`config.mk`:
```
export PLATFORM = sky130hd
export DESIGN_NAME = br_redirect_ctrl_flat
export DESIGN_NICKNAME = d
export VERILOG_FILES = /design/src/rtl/br_redirect_ctrl_pkg.sv /design/src/rtl/br_redirect_ctrl_if.sv /design/src/rtl/br_perf_cnt.sv /design/src/rtl/br_redirect_ctrl.sv /design/src/flat_wrapper.sv
export SDC_FILE = /design/constraint.sdc
export NUM_CORES = 1
export LEC_CHECK = 0
export ABC_AREA = 1
export BUFFER_PORTS_ARGS = -buffer_cell sky130_fd_sc_hd__buf_4
export CORE_MARGIN = 2
export CORE_UTILIZATION = 52
export DETAILED_ROUTE_END_ITERATION = 8
export PLACE_DENSITY = 0.79
export SETUP_SLACK_MARGIN = 0.3
export SLEW_MARGIN = 20
export SYNTH_ARGS = -nofsm -noshare
export SYNTH_HDL_FRONTEND = slang
export SYNTH_SLANG_ARGS = --single-unit
```
`constraint.sdc`:
```
create_clock -name clk_i -period 4.6 [get_ports clk_i]
set_input_delay 0.46 -clock clk_i [delete_from_list [all_inputs] [get_ports clk_i]]
set_output_delay 0.46 -clock clk_i [all_outputs]
set_load 0.01 [all_outputs]
```
`src/rtl/br_redirect_ctrl_pkg.sv`:
```
// Shared definitions for the branch redirect controller: default widths,
// FSM state encodings and the taken-decision helper.
package br_redirect_ctrl_pkg;

    // Default PC/target width and performance-counter width.
    localparam int BR_DATA_WIDTH = 32;
    localparam int BR_CNT_WIDTH  = 32;

    // Controller states.
    typedef enum logic [1:0] {
        ST_IDLE   = 2'd0,
        ST_HOLD   = 2'd1,
        ST_REDIR  = 2'd2,
        ST_SQUASH = 2'd3
    } br_state_e;

    // A jump is always taken; otherwise the branch unit decides.
    function automatic logic br_taken(input logic jump, input logic branch);
        return jump | branch;
    endfunction

endpackage

```
`src/rtl/br_redirect_ctrl_if.sv`:
```
// ID-stage / fetch handshake bundle for the branch redirect controller.
// master drives the branch and fetch inputs; slave is the controller.
import br_redirect_ctrl_pkg::*;

interface br_redirect_ctrl_if #(
    parameter int DATA_WIDTH = BR_DATA_WIDTH,
    parameter int CNT_WIDTH  = BR_CNT_WIDTH
);
    logic                  br_valid_i;
    logic                  jump_i;
    logic                  branch_i;
    logic [DATA_WIDTH-1:0] brj_pc_i;
    logic                  operand_hazard_i;
    logic                  fetch_ready_i;
    logic                  redirect_valid_o;
    logic [DATA_WIDTH-1:0] redirect_pc_o;
    logic                  flush_if_o;
    logic                  stall_id_o;
    logic                  hold_err_o;
    logic [CNT_WIDTH-1:0]  br_total_cnt_o;
    logic [CNT_WIDTH-1:0]  br_taken_cnt_o;

    modport master (
        output br_valid_i, jump_i, branch_i, brj_pc_i, operand_hazard_i, fetch_ready_i,
        input  redirect_valid_o, redirect_pc_o, flush_if_o, stall_id_o, hold_err_o,
        input  br_total_cnt_o, br_taken_cnt_o
    );

    modport slave (
        input  br_valid_i, jump_i, branch_i, brj_pc_i, operand_hazard_i, fetch_ready_i,
        output redirect_valid_o, redirect_pc_o, flush_if_o, stall_id_o, hold_err_o,
        output br_total_cnt_o, br_taken_cnt_o
    );
endinterface

```
`src/rtl/br_perf_cnt.sv`:
```
// Free-running event counter: increments on en_i, wraps modulo 2^CNT_WIDTH.
module br_perf_cnt #(
    parameter int CNT_WIDTH = 32
) (
    input  logic                 clk_i,
    input  logic                 rst_i,
    input  logic                 en_i,
    output logic [CNT_WIDTH-1:0] cnt_o
);
    logic [CNT_WIDTH-1:0] cnt_reg;

    // Count enabled events; natural overflow gives the wrap.
    always_ff @(posedge clk_i or posedge rst_i) begin
        if (rst_i) begin
            cnt_reg <= '0;
        end else if (en_i) begin
            cnt_reg <= cnt_reg + CNT_WIDTH'(1);
        end
    end

    assign cnt_o = cnt_reg;
endmodule

```
`src/rtl/br_redirect_ctrl.sv`:
```
// Branch redirect controller: resolves ID-stage branches/jumps, waits out
// operand hazards, issues a registered redirect to fetch, then squashes the
// wrong-path IF/ID instruction for one cycle. Keeps resolve/taken counters.
import br_redirect_ctrl_pkg::*;

module br_redirect_ctrl #(
    parameter int DATA_WIDTH = BR_DATA_WIDTH,
    parameter int CNT_WIDTH  = BR_CNT_WIDTH,
    parameter int HOLD_MAX   = 15
) (
    input  logic          clk_i,
    input  logic          rst_i,
    br_redirect_ctrl_if.slave bus
);
    // Hold counter counts hazard wait cycles (including the IDLE cycle that
    // first saw the hazard) and saturates at HOLD_MAX+1.
    localparam int                   HOLD_CW  = $clog2(HOLD_MAX + 2);
    localparam logic [HOLD_CW-1:0]   HOLD_LIM = HOLD_CW'(HOLD_MAX + 1);

    br_state_e              state_reg, state_next;
    logic [HOLD_CW-1:0]     hold_cnt_reg, hold_cnt_next;
    logic                   hold_err_reg, hold_err_next;
    logic [DATA_WIDTH-1:0]  redirect_pc_reg;

    logic                   taken;
    logic                   resolve;
    logic                   hazard_wait;
    logic                   stall_id;
    logic                   flush_if;
    logic                   redirect_valid;

    logic [1:0]             cnt_en;
    logic [CNT_WIDTH-1:0]   cnt_val [2];

    assign taken = br_taken(bus.jump_i, bus.branch_i);

    // Next-state and decoded outputs; hazard waits bump the hold counter.
    always_comb begin
        state_next     = state_reg;
        hold_cnt_next  = '0;
        hold_err_next  = hold_err_reg;
        resolve        = 1'b0;
        hazard_wait    = 1'b0;
        stall_id       = 1'b0;
        flush_if       = 1'b0;
        redirect_valid = 1'b0;

        case (state_reg)
            ST_IDLE, ST_HOLD: begin
                if (!bus.br_valid_i) begin
                    state_next = ST_IDLE;
                end else if (bus.operand_hazard_i) begin
                    hazard_wait = 1'b1;
                    stall_id    = 1'b1;
                    state_next  = ST_HOLD;
                end else begin
                    resolve = 1'b1;
                    if (taken) begin
                        stall_id   = 1'b1;
                        state_next = ST_REDIR;
                    end else begin
                        state_next = ST_IDLE;
                    end
                end
            end
            ST_REDIR: begin
                redirect_valid = 1'b1;
                stall_id       = 1'b1;
                if (bus.fetch_ready_i) begin
                    state_next = ST_SQUASH;
                end
            end
            ST_SQUASH: begin
                flush_if   = 1'b1;
                state_next = ST_IDLE;
            end
            default: begin
                state_next = ST_IDLE;
            end
        endcase

        if (hazard_wait) begin
            hold_cnt_next = (hold_cnt_reg == HOLD_LIM) ? HOLD_LIM : hold_cnt_reg + HOLD_CW'(1);
            if (hold_cnt_next == HOLD_LIM) begin
                hold_err_next = 1'b1;
            end
        end
    end

    // State, hold counter and sticky hold error.
    always_ff @(posedge clk_i or posedge rst_i) begin
        if (rst_i) begin
            state_reg    <= ST_IDLE;
            hold_cnt_reg <= '0;
            hold_err_reg <= 1'b0;
        end else begin
            state_reg    <= state_next;
            hold_cnt_reg <= hold_cnt_next;
            hold_err_reg <= hold_err_next;
        end
    end

    // Latch the target on a taken resolve; held steady through REDIR.
    always_ff @(posedge clk_i or posedge rst_i) begin
        if (rst_i) begin
            redirect_pc_reg <= '0;
        end else if (resolve && taken) begin
            redirect_pc_reg <= bus.brj_pc_i;
        end
    end

    // Slot 0 counts every resolve, slot 1 only taken resolves.
    assign cnt_en[0] = resolve;
    assign cnt_en[1] = resolve & taken;

    generate
        for (genvar gi = 0; gi < 2; gi++) begin : g_perf
            br_perf_cnt #(
                .CNT_WIDTH (CNT_WIDTH)
            ) u_cnt (
                .clk_i (clk_i),
                .rst_i (rst_i),
                .en_i  (cnt_en[gi]),
                .cnt_o (cnt_val[gi])
            );
        end
    endgenerate

    assign bus.redirect_valid_o = redirect_valid;
    assign bus.redirect_pc_o    = redirect_pc_reg;
    assign bus.flush_if_o       = flush_if;
    assign bus.stall_id_o       = stall_id;
    assign bus.hold_err_o       = hold_err_reg;
    assign bus.br_total_cnt_o   = cnt_val[0];
    assign bus.br_taken_cnt_o   = cnt_val[1];
endmodule
```
`src/flat_wrapper.sv`:
```
// flat-port wrapper written by rule: the top's interface ports become plain ports
module br_redirect_ctrl_flat 
#(
    parameter int DATA_WIDTH = BR_DATA_WIDTH,
    parameter int CNT_WIDTH  = BR_CNT_WIDTH,
    parameter int HOLD_MAX   = 15
)
  (clk_i, rst_i, bus_br_valid_i, bus_jump_i, bus_branch_i, bus_brj_pc_i, bus_operand_hazard_i, bus_fetch_ready_i, bus_redirect_valid_o, bus_redirect_pc_o, bus_flush_if_o, bus_stall_id_o, bus_hold_err_o, bus_br_total_cnt_o, bus_br_taken_cnt_o);
  br_redirect_ctrl_if #(.DATA_WIDTH(DATA_WIDTH), .CNT_WIDTH(CNT_WIDTH)) bus_i ();
  input  logic clk_i;
  input  logic rst_i;
  input wire logic [$bits(bus_i.br_valid_i)-1:0] bus_br_valid_i;
  input wire logic [$bits(bus_i.jump_i)-1:0] bus_jump_i;
  input wire logic [$bits(bus_i.branch_i)-1:0] bus_branch_i;
  input wire logic [$bits(bus_i.brj_pc_i)-1:0] bus_brj_pc_i;
  input wire logic [$bits(bus_i.operand_hazard_i)-1:0] bus_operand_hazard_i;
  input wire logic [$bits(bus_i.fetch_ready_i)-1:0] bus_fetch_ready_i;
  output wire logic [$bits(bus_i.redirect_valid_o)-1:0] bus_redirect_valid_o;
  output wire logic [$bits(bus_i.redirect_pc_o)-1:0] bus_redirect_pc_o;
  output wire logic [$bits(bus_i.flush_if_o)-1:0] bus_flush_if_o;
  output wire logic [$bits(bus_i.stall_id_o)-1:0] bus_stall_id_o;
  output wire logic [$bits(bus_i.hold_err_o)-1:0] bus_hold_err_o;
  output wire logic [$bits(bus_i.br_total_cnt_o)-1:0] bus_br_total_cnt_o;
  output wire logic [$bits(bus_i.br_taken_cnt_o)-1:0] bus_br_taken_cnt_o;
  assign bus_i.br_valid_i = bus_br_valid_i;
  assign bus_i.jump_i = bus_jump_i;
  assign bus_i.branch_i = bus_branch_i;
  assign bus_i.brj_pc_i = bus_brj_pc_i;
  assign bus_i.operand_hazard_i = bus_operand_hazard_i;
  assign bus_i.fetch_ready_i = bus_fetch_ready_i;
  assign bus_redirect_valid_o = bus_i.redirect_valid_o;
  assign bus_redirect_pc_o = bus_i.redirect_pc_o;
  assign bus_flush_if_o = bus_i.flush_if_o;
  assign bus_stall_id_o = bus_i.stall_id_o;
  assign bus_hold_err_o = bus_i.hold_err_o;
  assign bus_br_total_cnt_o = bus_i.br_total_cnt_o;
  assign bus_br_taken_cnt_o = bus_i.br_taken_cnt_o;
  br_redirect_ctrl #(.DATA_WIDTH(DATA_WIDTH), .CNT_WIDTH(CNT_WIDTH), .HOLD_MAX(HOLD_MAX)) u_core (.clk_i(clk_i), .rst_i(rst_i), .bus(bus_i));
endmodule
```
==> flow_metrics.env <==
export IMPL_synth_flop_cell="dfrtp_1"
export IMPL_wl_per_cell_um=13.4
export IMPL_critPathMaxStageDelay_ns=0.68
export IMPL_cts_buffers=9
export IMPL_endpoint="u_core.g_perf[1].u_cnt.cnt_o[25]"
export IMPL_start_kind="flip-flop"
export IMPL_finalWorstSetupSlack_ns=2.43
export IMPL_largest_reg_flops=64
export IMPL_intPower_uw=1690
export IMPL_crit_chain="inv_2, nand3_4, nor2_4, nand3_1, nor2_1, nand2_1, nand2_1, nand2_1"
export IMPL_avgSynthCellArea_sq_um=8.06
export IMPL_rsz0062_at_grt="false"
export IMPL_cellLeakagePower_uw=0.00334
export IMPL_cpMostUsedCell="nand2_1"
export IMPL_dpl_cell_area_sq_mm=0.00628
export IMPL_drtAntennaViolNets=0
export IMPL_start_util=0.529
export IMPL_hp_start="bus_brj_pc_i[5]"
export IMPL_drt_iter0_markers=250
export IMPL_p_switching_uw=801
export IMPL_setup_tns_ns=0
export IMPL_synth_mux_area_frac=0
export IMPL_clockBufferDepth=2
export IMPL_grt_pass1_vias=4418
export IMPL_crit_buf_inv=1
export IMPL_swShare=0.322
export IMPL_core_sq_mm=0.00968
export IMPL_yosys_warnings=0
export IMPL_vias_per_cell=5.09
export IMPL_worstMarginPinSlew_ns=0.913
export IMPL_drt_pass1_iterations=9
export IMPL_die_h_um=103
export IMPL_cellPowerDensity_mw_per_mm2=384
export IMPL_grt_pass1_wl_mm=20.3
export IMPL_synth_cell_type_count=25
export IMPL_root_buffer="clkbuf_8"
export IMPL_drv_cap=0
export IMPL_wirelength_mm=12.3
export IMPL_clockPowerShare=0.231
export IMPL_hold_depth=3
export IMPL_syn_num_nets=678
export IMPL_synth_top_area_frac=0.508
export IMPL_yosys_area_top_type="dfrtp_1"
export IMPL_path_max_fanout=40
export IMPL_vias=4656
export IMPL_power_frac_seq=0.493
export IMPL_fin_skew_ns=0.0108
export IMPL_synth_edf_count=0
export IMPL_period_needed_ns=2.17
export IMPL_status="finished with violations"
export IMPL_rr_startpoint="u_core.state_reg[1]"
export IMPL_cp_top_family="simple AND/OR/NAND/NOR gates"
export IMPL_ys_seq_area_frac=0.508
export IMPL_cts_max_level=3
export IMPL_synthSimpleGateAreaFrac=0.357
export IMPL_synth_compound_area_frac=0.00440
export IMPL_clock_latency_ns=0.37
export IMPL_post_cts_resized=0
export IMPL_hold_ws_ns=0.283
export IMPL_synth_xor_area_frac=0.0667
export IMPL_rows=36
export IMPL_netlist_area_sq_mm=0.00512
export IMPL_path_clk_slew_ns=0.10
export IMPL_max_vdd_ir_drop_uv=261
export IMPL_drc_errors=1
export IMPL_max_freq_ghz=0.461
export IMPL_grt_max_degree=78
export IMPL_gp_congestion=0.957
export IMPL_cpMaxStageDelayCell="nor2_4"
export IMPL_postCtsHoldBufs=0
export IMPL_slew_headroom=0.391
export IMPL_cts_tree="yes"
export IMPL_r2r_cells=8
export IMPL_power_frac_comb=0.276
export IMPL_synth_seq_cells=104
export IMPL_async_flop_share=1.00
export IMPL_die_width_um=103
export IMPL_drive_gt1_frac=0.221
export IMPL_fin_crit_sh=0.472
export IMPL_final_area_sq_mm=0.00648
export IMPL_antenna_found_initial=0
export IMPL_critPathCaptureType="flip-flop"
export IMPL_place_port_buffers=138
export IMPL_finalMaxSlewViolations=0
export IMPL_dieArea_sq_mm=0.0107
export IMPL_rrSetupSlack_ns=2.43
export IMPL_diodes=0
export IMPL_nets=820
export IMPL_arrival_ns=2.43
export IMPL_dp_slack_ns=2.21
export IMPL_post_cts_setup_buffers=0
export IMPL_cp_depth=8
export IMPL_postSynthCellCount=635
export IMPL_yosys_top_cells_area="dfrtp_1 51%, nand2_1 18%, nor2_1 5.3%"
export IMPL_finalHoldViolCount=0
export IMPL_cts_sinks=104
export IMPL_rr_endpoint="u_core.g_perf[1].u_cnt.cnt_o[25]"
export IMPL_min_path_type="input port to flip-flop"
export IMPL_violations="design-rule violations"
export IMPL_track_usage=0.242
export IMPL_area_delta_synth_final_pct=26.5
export IMPL_hpwl_mm=9.14
export IMPL_synth_adder_area_share=0.00978
export IMPL_crit_required_ns=4.86
export IMPL_finalSetupViolCount=0
export IMPL_startpoint="u_core.state_reg[1]"
export IMPL_criticalPathCategory="flip-flop to flip-flop"
export IMPL_ios=139
export IMPL_power_total_uw=2490
export IMPL_grt_overflow_total=0
export IMPL_synth_top_family_by_area="simple AND/OR/NAND/NOR gates"
## logic make-up after synthesis
family,Yosys count
buffers and inverters,68
xor gates and xnor gates,39
adders and majority gates,4
AOI/OAI and AO/OA,4
DFF,104
and+or+nand+nor,416
## through the flow
stage | std cells | util
after global placement | 899 | 0.648
after CTS | 915 | 0.669
final | 915 | 0.669
after detailed placement | 899 | 0.648
after global routing | 915 | 0.669
after floorplan | 635 | -
## worst min-delay path by stage
stage                                         endpoint  slack (ns)
after floorplan                  u_core.bus.hold_err_o        0.50
after global placement           u_core.bus.hold_err_o        0.45
after detailed placement  u_core.bus.redirect_pc_o[11]        0.46
after CTS                  u_core.bus.redirect_pc_o[5]        0.27
after global routing       u_core.bus.redirect_pc_o[8]        0.27
final                      u_core.bus.redirect_pc_o[5]        0.28
## layout by cell type, fill, tap and decap left out
master	synthesis	final
xor2_1	26	26
nand2_4	1	1
nand3_1	37	37
nand3_4	1	1
ha_1	4	4
inv_1	58	57
buf_4	0	139
clkinvlp_4	0	1
nand3b_1	10	10
nand2_1	247	247
bufinv_16	0	1
xnor2_1	13	13
nor2_2	4	4
and2_1	2	2
nor2_4	6	6
nor2_1	72	72
o211ai_1	1	1
clkinv_4	0	1
nand2_2	2	2
inv_4	0	1
clkbuf_8	0	10
o21ai_1	1	1
nor2_8	1	1
nand4_1	25	25
clkbuf_1	0	1
inv_2	2	2
dfrtp_1	104	104
clkinv_2	0	2
nand3_2	1	1
o21ai_0	2	2
nor3_1	7	7
## power by group through the flow
stage / logic, uW / registers (uW) / clock network (uW)
floorplan: 253 / 1300 / 0
global placement: 679 / 1230 / 0
detailed placement: 698 / 1240 / 0
CTS: 697 / 1230 / 589
global route: 769 / 1250 / 622
finish: 687 / 1230 / 575
## final cells by class
type                            instances  area [sq um]
Sequential cell                       104          2600
Inverter                               60           228
Clock buffer                           11           141
Tap cell                              133           166
Fill cell                             799          3210
Clock inverter                          5          56.3
Multi-Input combinational cell        463          2240
Timing Repair Buffer                  139          1040
## Yosys cell counts (4+ instances only)
master    number
dfrtp_1      104
inv_1         58
nand3_1       37
nor3_1         7
buf_2          6
nand2_1      247
nor2_2         4
xor2_1        26
nand3b_1      10
xnor2_1       13
nor2_4         6
nor2_1        72
ha_1           4
nand4_1       25
## metal layers
metal,part of all wire,track usage,vias up,wire length [um]
met5,0,0,-,0
met4,0.018,0.0870,0,225
met3,0.077,0.0511,21,945
met2,0.48,0.390,196,5940
met1,0.42,0.327,2188,5190
li1,-,-,2251,-
## worst register-to-register path, cell delays in order (launching register included)
cell	delay, ns
dfrtp_1	0.41
inv_2	0.10
nand3_4	0.14
nor2_4	0.68
nand3_1	0.28
nor2_1	0.25
nand2_1	0.09
nand2_1	0.07
nand2_1	0.05
Note: power is estimated with default switching activity, not from simulation.
